==> config.mk <==
export PLATFORM = sky130hd
export DESIGN_NAME = uart_rx_frame
export DESIGN_NICKNAME = d
export VERILOG_FILES = /design/src/rtl/uart_pkg.sv /design/src/rtl/sync_2ff.sv /design/src/rtl/uart_rx_frame.sv
export SDC_FILE = /design/constraint.sdc
export NUM_CORES = 1
export LEC_CHECK = 0
export BUFFER_PORTS_ARGS = -buffer_cell sky130_fd_sc_hd__buf_4
export CELL_PAD_IN_SITES_DETAIL_PLACEMENT = 0
export CELL_PAD_IN_SITES_GLOBAL_PLACEMENT = 1
export CORE_UTILIZATION = 47
export CTS_BUF_LIST = sky130_fd_sc_hd__clkbuf_2 sky130_fd_sc_hd__clkbuf_4 sky130_fd_sc_hd__clkbuf_8
export CTS_CLUSTER_SIZE = 16
export DETAILED_ROUTE_END_ITERATION = 7
export PLACE_DENSITY_LB_ADDON = 0.1
export SYNTH_ARGS = -nofsm -noshare
export SYNTH_HDL_FRONTEND = slang
export SYNTH_SLANG_ARGS = --single-unit
==> constraint.sdc <==
create_clock -name i_clk -period 2.1 [get_ports i_clk]
set_input_delay 0.315 -clock i_clk [delete_from_list [all_inputs] [get_ports i_clk]]
set_output_delay 0.315 -clock i_clk [all_outputs]
set_load 0.005 [all_outputs]
==> src/rtl/uart_pkg.sv <==
// Shared UART definitions: receiver state encoding, parity modes and the
// majority-of-3 helper used by the bit samplers.
package uart_pkg;

  typedef enum logic [2:0] {
    ST_IDLE    = 3'd0,
    ST_START   = 3'd1,
    ST_DATA    = 3'd2,
    ST_PARITY  = 3'd3,
    ST_STOP    = 3'd4,
    ST_RECOVER = 3'd5
  } rx_state_e;

  localparam logic PAR_EVEN = 1'b0;
  localparam logic PAR_ODD  = 1'b1;

  function automatic logic maj3(input logic a, input logic b, input logic c);
    return (a & b) | (a & c) | (b & c);
  endfunction

endpackage

==> src/rtl/sync_2ff.sv <==
// Two-flop synchroniser for an asynchronous single-bit input; the reset value
// is chosen by the user so idle-high lines come out of reset idle.
module sync_2ff #(
  parameter logic RST_VAL = 1'b0
) (
  input  logic i_clk,
  input  logic i_reset,
  input  logic i_d,
  output logic o_q
);

  logic meta_q;

  always_ff @(posedge i_clk) begin
    if (i_reset) begin
      meta_q <= RST_VAL;
      o_q    <= RST_VAL;
    end else begin
      meta_q <= i_d;
      o_q    <= meta_q;
    end
  end

endmodule

==> src/rtl/uart_rx_frame.sv <==
// Oversampled UART receiver: one frame per character with majority-vote bit
// sampling, parity/framing error flags and break detection.
module uart_rx_frame
  import uart_pkg::*;
#(
  parameter int NB_DATA    = 8,
  parameter int NB_STOP    = 1,
  parameter int OVERSAMPLE = 16,
  parameter int PARITY_EN  = 0,
  parameter int PARITY_ODD = 0
) (
  input  logic               i_clk,
  input  logic               i_reset,
  input  logic               i_s_tick,
  input  logic               i_rx,
  output logic [NB_DATA-1:0] o_dout,
  output logic               o_rx_done_tick,
  output logic               o_parity_err,
  output logic               o_frame_err,
  output logic               o_break
);

  localparam int CW = $clog2(OVERSAMPLE);
  localparam int BW = $clog2(NB_DATA + 1);

  localparam logic [CW-1:0] CNT_MID   = CW'(OVERSAMPLE / 2 - 1);
  localparam logic [CW-1:0] CNT_S0    = CW'(OVERSAMPLE - 3);
  localparam logic [CW-1:0] CNT_LAST  = CW'(OVERSAMPLE - 1);
  localparam logic [BW-1:0] DATA_LAST = BW'(NB_DATA - 1);
  localparam logic [BW-1:0] STOP_LAST = BW'(NB_STOP - 1);
  localparam logic          PAR_MODE  = (PARITY_ODD != 0) ? PAR_ODD : PAR_EVEN;

  logic               rx_s;
  rx_state_e          state_q;
  logic [CW-1:0]      cnt_q;
  logic [BW-1:0]      bit_q;
  logic [NB_DATA-1:0] data_q;
  logic [1:0]         vote_q;
  logic               par_q;
  logic               perr_q;
  logic               ferr_q;

  logic bit_v;
  logic ferr_d;

  sync_2ff #(.RST_VAL(1'b1)) u_sync (
    .i_clk   (i_clk),
    .i_reset (i_reset),
    .i_d     (i_rx),
    .o_q     (rx_s)
  );

  // Third vote is the live sample on the tick that closes the bit.
  assign bit_v  = maj3(vote_q[1], vote_q[0], rx_s);
  assign ferr_d = ferr_q | ~bit_v;

  always_ff @(posedge i_clk) begin
    if (i_reset) begin
      state_q        <= ST_IDLE;
      cnt_q          <= '0;
      bit_q          <= '0;
      data_q         <= '0;
      vote_q         <= '0;
      par_q          <= 1'b0;
      perr_q         <= 1'b0;
      ferr_q         <= 1'b0;
      o_dout         <= '0;
      o_rx_done_tick <= 1'b0;
      o_parity_err   <= 1'b0;
      o_frame_err    <= 1'b0;
      o_break        <= 1'b0;
    end else begin
      o_rx_done_tick <= 1'b0;
      case (state_q)
        ST_IDLE: begin
          if (!rx_s) begin
            state_q <= ST_START;
            cnt_q   <= '0;
          end
        end
        ST_START: begin
          if (i_s_tick) begin
            if (cnt_q == CNT_MID) begin
              cnt_q <= '0;
              if (rx_s) begin
                state_q <= ST_IDLE;
              end else begin
                state_q <= ST_DATA;
                bit_q   <= '0;
                par_q   <= 1'b0;
                perr_q  <= 1'b0;
                ferr_q  <= 1'b0;
              end
            end else begin
              cnt_q <= cnt_q + 1'b1;
            end
          end
        end
        ST_DATA, ST_PARITY, ST_STOP: begin
          if (i_s_tick) begin
            if (cnt_q >= CNT_S0 && cnt_q != CNT_LAST)
              vote_q <= {vote_q[0], rx_s};
            if (cnt_q != CNT_LAST) begin
              cnt_q <= cnt_q + 1'b1;
            end else begin
              cnt_q <= '0;
              if (state_q == ST_DATA) begin
                data_q <= {bit_v, data_q[NB_DATA-1:1]};
                if (bit_q == DATA_LAST) begin
                  bit_q   <= '0;
                  state_q <= (PARITY_EN != 0) ? ST_PARITY : ST_STOP;
                end else begin
                  bit_q <= bit_q + 1'b1;
                end
              end else if (state_q == ST_PARITY) begin
                par_q   <= bit_v;
                perr_q  <= ((^data_q) ^ bit_v) != PAR_MODE;
                state_q <= ST_STOP;
              end else if (bit_q == STOP_LAST) begin
                o_dout         <= data_q;
                o_parity_err   <= perr_q;
                o_frame_err    <= ferr_d;
                o_break        <= ferr_d && (data_q == '0) && ((PARITY_EN == 0) || !par_q);
                o_rx_done_tick <= 1'b1;
                state_q        <= bit_v ? ST_IDLE : ST_RECOVER;
              end else begin
                bit_q  <= bit_q + 1'b1;
                ferr_q <= ferr_d;
              end
            end
          end
        end
        ST_RECOVER: begin
          if (rx_s) state_q <= ST_IDLE;
        end
        default: state_q <= ST_IDLE;
      endcase
    end
  end

endmodule

==> key figures, run 1 <==
Worst setup path
  – Critical Path Source: cnt_q[0]
  – R2R depth: 6
  – Critical path class: register to register
  – Worst path top cell family by delay: simple AND/OR/NAND/NOR gates
  – FF-to-FF setup slack: 0.14 ns
  – Worst Path Arrival: 2.18 ns
  – WP depth: 6
  – Endpoint type of the worst setup path: register
  – Setup crit start kind: register
  – Critical Path Slowest Stage Cell: or4_1
  – Crit-path max FO: 7
  – Worst setup path end: bit_q[3]
  – Worst path bufs/invs: 0
  – Reg2reg end: bit_q[3]
  – Critical path cell sequence: ha_1, nand2_1, o21ai_4, nand4_4, or4_1, a21oi_1
  – Reg2reg start: cnt_q[0]
  – Worst endpoint required time: 2.32 ns
  – Crit-path max cell delay: 0.52 ns

Timing
  – Rel. slew slack: 67.60%
  – Final period util: 93.33%
  – Min Tclk post-route: 1.960 ns
  – Worst-margin pin slew: 0.4738 ns
  – Final Skew: 0.01152 ns
  – RSZ-0062 raised after global routing: false
  – Achievable Freq: 510.2 MHz
  – Pins Over Slew Limit: 0
  – Setup_tns: 0 ns
  – Endpoints failing hold: 0
  – Setup violators final: 0

Logic synthesis
  – Most used flip-flop cell after synthesis: dfxtp_1
  – Async set-reset flop share out of synthesis: 0%
  – Library cells used by synthesis: 52
  – Synthesized Nets: 241
  – Synth Instances: 228
  – EDFF count, synth: 0
  – Post-Syn Area per Cell: 8.682 µm²
  – YS warnings: 0
  – Seq/Total Area, Yosys: 37.42%
  – Seq cells post-synth: 37
  – Post-Syn Area: 0.001979 mm²

Floorplanning
  – Die Y: 66.90 µm
  – Ports: 16
  – Row count: 23
  – Core footprint: 0.004029 mm²
  – Initial core utilization: 49.13%
  – Width of the die: 66.90 µm
  – Die area: 0.004475 mm²

Place
  – Hpwl dp: 2922 µm
  – Routability Congestion: 0.8258
  – Placed Instance Area: 0.002131 mm²
  – IO buf count: 15

Pwr
  – Int Pwr: 1052 µW
  – Comb pwr share: 15.3%
  – Net Switching: 405.6 µW
  – Pwr dens: 652.2 mW/mm²
  – Leak Pwr: 0.0007516 µW
  – Power share of the clock group: 33.7%
  – Switching share of power: 27.83%
  – Max IR drop VDD: 0.4877 mV
  – Sequential share of power: 51.0%

GRT
  – GRT Overall Usage: 20.68%
  – Remaining global-route overflow: 0
  – Largest net degree at the start of global routing: 40
  – Vias in the first global route: 1522
  – First-pass GRT wire length: 6789 µm
  – Antenna violations before repair: 0

Routing
  – Avg WL per Cell: 13.84 µm
  – Final wirelength: 4084 µm
  – DRC: 0
  – Drt pass-1 iters: 4
  – Initial drt markers: 119
  – DR vias: 1623
  – Post-DRT Antenna Nets: 0
  – Via-per-instance ratio: 5.502

Clocking
  – Clock root buffer: clkbuf_8
  – CTS buffer count: 5
  – Worst-Skew Late Latency: 0.29 ns
  – Clk sink count: 37
  – Clock Pin Slew Worst Setup and Hold Paths: 0.08 ns
  – Clock buffer depth: 2
  – CTS tree: built
  – Setup bufs post-CTS: 0
  – Htree depth: 2

Min path
  – Hold WC Path Type: input pin to register
  – Hold depth: 2

Cells and area
  – Antenna Cells: 0
  – Share of layout cells above drive strength 1: 20.41%
  – NumNets Final: 257
  – Finished Cell Area: 0.002235 mm²
  – Most common cell after layout, fill and taps aside: dfxtp_1
  – Area Growth Syn to Fin: 12.89%
  – Highest-count cells in the layout ignoring fill and taps: dfxtp_1, nand2_1, a21oi_1

Run status
  – Outcome: finished, final reports clean

Flow run
  – Max-cap violation count: 0
## power by group through the flow
stage,clock network (µW),registers (µW),logic (µW)
floorplan,0,734,203
global placement,0,756,210
finish,491,744,223
CTS,510,741,215
global route,542,746,246
detailed placement,0,757,214
## per-stage QoR
stage / util (%) / total power, µW / setup slack [ns] / hold WS, ns / cells
5_1_grt: 55.47 / 1534 / 0.003238 / 0.2103 / 295
4_1_cts: 55.03 / 1467 / 0.01574 / 0.2049 / 295
6_report: 55.47 / 1458 / 0.1401 / 0.2166 / 295
3_3_place_gp: 52.89 / 965.6 / 0.1355 / 0.3935 / 287
2_1_floorplan: - / 936.8 / 0.1520 / 0.3895 / 228
3_5_place_dp: 52.89 / 971.6 / 0.04073 / 0.4129 / 287
## layer usage
| layer | up-vias | GRT usage (%) | wire length, µm |
|---|---|---|---|
| li1 | 825 | - | - |
| met1 | 770 | 24.87 | 1811 |
| met2 | 22 | 34.34 | 2100 |
| met3 | 6 | 5.137 | 104 |
| met4 | 0 | 9.309 | 68 |
| met5 | - | 0 | 0 |
## repair_timing
action	CTS	global route
setup endpoints to repair	0	16
hold endpoints to repair	0	0
hold buffers	0	0
resized for setup	0	5
## worst min-delay path by stage
stage	from	end	slack [ns]
final	i_rx	u_sync.meta_q	0.22
after global routing	i_rx	u_sync.meta_q	0.21
after CTS	i_rx	u_sync.meta_q	0.20
after detailed placement	u_sync.meta_q	u_sync.o_q	0.41
after global placement	u_sync.meta_q	u_sync.o_q	0.39
after floorplan	u_sync.meta_q	u_sync.o_q	0.39
## state kept, by name (all words and copies together) (netlist names)
signal / flops
o_frame_err: 1
o_rx_done_tick: 1
bit_q: 4
o_break: 1
ferr_q: 1
vote_q: 2
cnt_q: 4
data_q: 8
u_sync.meta_q: 1
o_parity_err: 1
o_dout: 8
u_sync.o_q: 1
state_q: 3
perr_q: 1
## Yosys cell counts, types with 2 or more instances
master	number	share of area, %
or3_1	4	1.3
or2_2	2	0.63
nor3b_2	2	1.3
and4_1	2	0.89
clkbuf_1	8	1.5
buf_6	3	1.7
nor2_1	14	2.7
o21ai_2	2	0.89
nand3b_1	4	1.5
or4_1	2	0.76
inv_1	16	3.0
o31ai_1	2	0.76
and3_1	2	0.63
a31oi_1	2	0.63
nand3_1	9	2.3
ha_1	9	5.7
or3b_2	2	0.89
mux2i_1	10	5.1
nor4_1	2	0.63
nand2b_1	2	0.63
o21ai_0	4	1.0
nor3_1	6	1.5
nor3b_1	2	0.76
nand2_1	28	5.3
a21oi_1	23	5.8
xnor2_1	4	1.8
dfxtp_1	37	37
## kinds of logic (layout without fill, tap and decap cells)
group	Yosys count	after routing	synth area share [%]
and+or+nand+nor	95	95	28.89
xor gates and xnor gates	5	5	2.212
buffers and inverters	29	46	6.890
AOI/OAI and AO/OA	42	42	13.34
muxes	10	10	5.057
adders and majority gates	10	10	6.195
DFF	37	37	37.42
## cell type report
cell class	count	area [µm²]
flip-flops and latches	37	743.2
clock inverters	2	10.01
repair buffers	22	165.2
inverters	16	60.06
fillers	395	1794
well taps	50	62.56
clock buffers	6	76.32
multi-input cells	162	1117
(Power assumes the default switching activity.)
==> inputs of run 2 (changes only) <==
--- a/config.mk
+++ b/config.mk
@@ -12,6 +12,7 @@
 export CTS_BUF_LIST = sky130_fd_sc_hd__clkbuf_2 sky130_fd_sc_hd__clkbuf_4 sky130_fd_sc_hd__clkbuf_8
 export CTS_CLUSTER_SIZE = 16
 export DETAILED_ROUTE_END_ITERATION = 7
+export GPL_TIMING_DRIVEN = 0
 export PLACE_DENSITY_LB_ADDON = 0.1
 export SYNTH_ARGS = -nofsm -noshare
 export SYNTH_HDL_FRONTEND = slang
==> key figures, run 2 (synthesis results as in run 1) <==
Run status
  – Outcome: finished, final reports clean

Routing
  – Final wirelength: 4183 µm
  – DRC: 0
  – Post-DRT Antenna Nets: 0
  – Initial drt markers: 128
  – Avg WL per Cell: 13.94 µm
  – Drt pass-1 iters: 5
  – DR vias: 1645
  – Via-per-instance ratio: 5.483

Pwr
  – Leak Pwr: 0.0007569 µW
  – Final Total Pwr: 1485 µW
  – Pwr dens: 657.6 mW/mm²
  – Max IR drop VDD: 0.3787 mV

Min path
  – Hold depth: 2
  – Hold WC Path Type: input pin to register

Timing
  – Achievable Freq: 508.7 MHz
  – Worst-margin pin slew: 0.6577 ns
  – Final Skew: 0.007568 ns
  – Setup_tns: 0 ns
  – Final period util: 93.60%
  – Rel. slew slack: 56.15%
  – RSZ-0062 raised after global routing: false
  – Setup violators final: 0
  – Min Tclk post-route: 1.966 ns
  – WHS: 0.2125 ns
  – Pins Over Slew Limit: 0
  – Endpoints failing hold: 0

GRT
  – First-pass GRT wire length: 6775 µm
  – Antenna violations before repair: 0
  – Global routing met1 resource utilization: 25.15%
  – Vias in the first global route: 1411
  – Grt met2 use: 34.09%
  – Largest net degree at the start of global routing: 12
  – Gr busiest metal: met2
  – GRT Overall Usage: 20.83%
  – M3 GR Usage: 5.137%
  – Remaining global-route overflow: 0

Worst setup path
  – Critical Path Source: bit_q[0]
  – FF-to-FF setup slack: 0.13 ns
  – Worst setup path end: state_q[2]
  – Endpoint type of the worst setup path: register
  – Crit-path max FO: 7
  – Worst endpoint required time: 2.25 ns
  – Critical path class: register to register
  – Setup crit start kind: register
  – Reg2reg end: state_q[2]
  – Reg2reg start: bit_q[0]
  – Worst Path Arrival: 2.11 ns
  – R2R depth: 6

Cells and area
  – Area Growth Syn to Fin: 14.10%
  – Fillcell total: 405
  – Largest regs: data_q (8), o_dout (8)
  – Most common cell after layout, fill and taps aside: dfxtp_1
  – Share of layout cells above drive strength 1: 19.20%
  – NumNets Final: 263
  – Finished Cell Area: 0.002258 mm²
  – Antenna Cells: 0
  – Highest-count cells in the layout ignoring fill and taps: dfxtp_1, nand2_1, a21oi_1
  – Post-route insts no fill: 300

Floorplanning
  – Row count: 23
  – Core footprint: 0.004029 mm²
  – Initial core utilization: 49.13%
  – Die area: 0.004475 mm²
  – Width of the die: 66.90 µm
  – Die Y: 66.90 µm
  – Ports: 16

Clocking
  – Clk sink count: 37
  – CTS tree: built
  – Worst-Skew Late Latency: 0.29 ns
  – Clock Pin Slew Worst Setup and Hold Paths: 0.07 ns
  – Clock buffer depth: 2
  – Htree depth: 2
  – Clock root buffer: clkbuf_8
  – CTS buffer count: 5
  – Hold buffer count at cts: 0

Place
  – Hpwl dp: 3006 µm
  – IO buf count: 15
  – Placed Instance Area: 0.002155 mm²
  – Placed insts: 293
  – Routability Congestion: 0.8440

Flow run
  – Max-cap violation count: 0
run 2: cell types whose count changed in the layout (fill, tap and decap cells not counted), sizes merged:
cell / previous run / this run
buf: 22 / 23
clkbuf: 6 / 11
clkinv: 2 / 0
clkinvlp: 0 / 1
run 2: per-layer routing:
metal	part of all wire, %	wire length (µm)	up-vias
li1	-	-	846
met1	46	1945	764
met2	48	1994	26
met3	3.3	138	9
met4	2.5	105	0
met5	0	0	-
run 2: critical path, stage by stage, from the launching register on:
cell and delay (ns):
dfxtp_1 0.34, inv_1 0.06, ha_1 0.12, or3b_2 0.54, a221o_1 0.40, o31ai_2 0.26, a21oi_1 0.10
run 2: how the worst min path moves through the flow:
| stage | from | to |
|---|---|---|
| 6_report | i_rx | u_sync.meta_q |
| 5_1_grt | i_rx | u_sync.meta_q |
| 4_1_cts | i_rx | u_sync.meta_q |
| 3_5_place_dp | u_sync.meta_q | u_sync.o_q |
| 3_3_place_gp | u_sync.meta_q | u_sync.o_q |
| 2_1_floorplan | u_sync.meta_q | u_sync.o_q |
run 2: layout make-up:
cell class / instances / area [µm²] / area share [%]
well taps: 50 / 62.56 / 2.770
repair buffers: 17 / 127.6 / 5.651
flip-flops and latches: 37 / 740.7 / 32.80
multi-input cells: 162 / 1107 / 49.03
plain buffers: 11 / 70.07 / 3.102
inverters: 16 / 60.06 / 2.659
clock inverters: 1 / 7.507 / 0.3324
clock buffers: 6 / 82.58 / 3.657
run 2: what timing repair did:
item,4_1_cts,5_1_grt
pin swaps,0,1
buffers inserted,0,2
resized for setup,0,4
endpoints found under the setup margin,12,20
run 2: stage by stage:
| step | worst slack [ns] | utilization, % |
|---|---|---|
| after floorplan | 0.1520 | - |
| after global placement | -0.06204 | 53.48 |
| after global routing | 0.01788 | 56.06 |
| final | 0.1343 | 56.06 |
| after detailed placement | -0.05364 | 53.48 |
| after CTS | 0.02284 | 55.62 |
run 2: where the power goes:
part / leakage, µW / internal (µW) / switching [µW] / total [µW]
logic: 0.000415 / 104 / 153 / 257
registers: 0.000299 / 713 / 8.78 / 721
clock network: 0.0000433 / 259 / 247 / 506
total: 0.000757 / 1080 / 409 / 1490
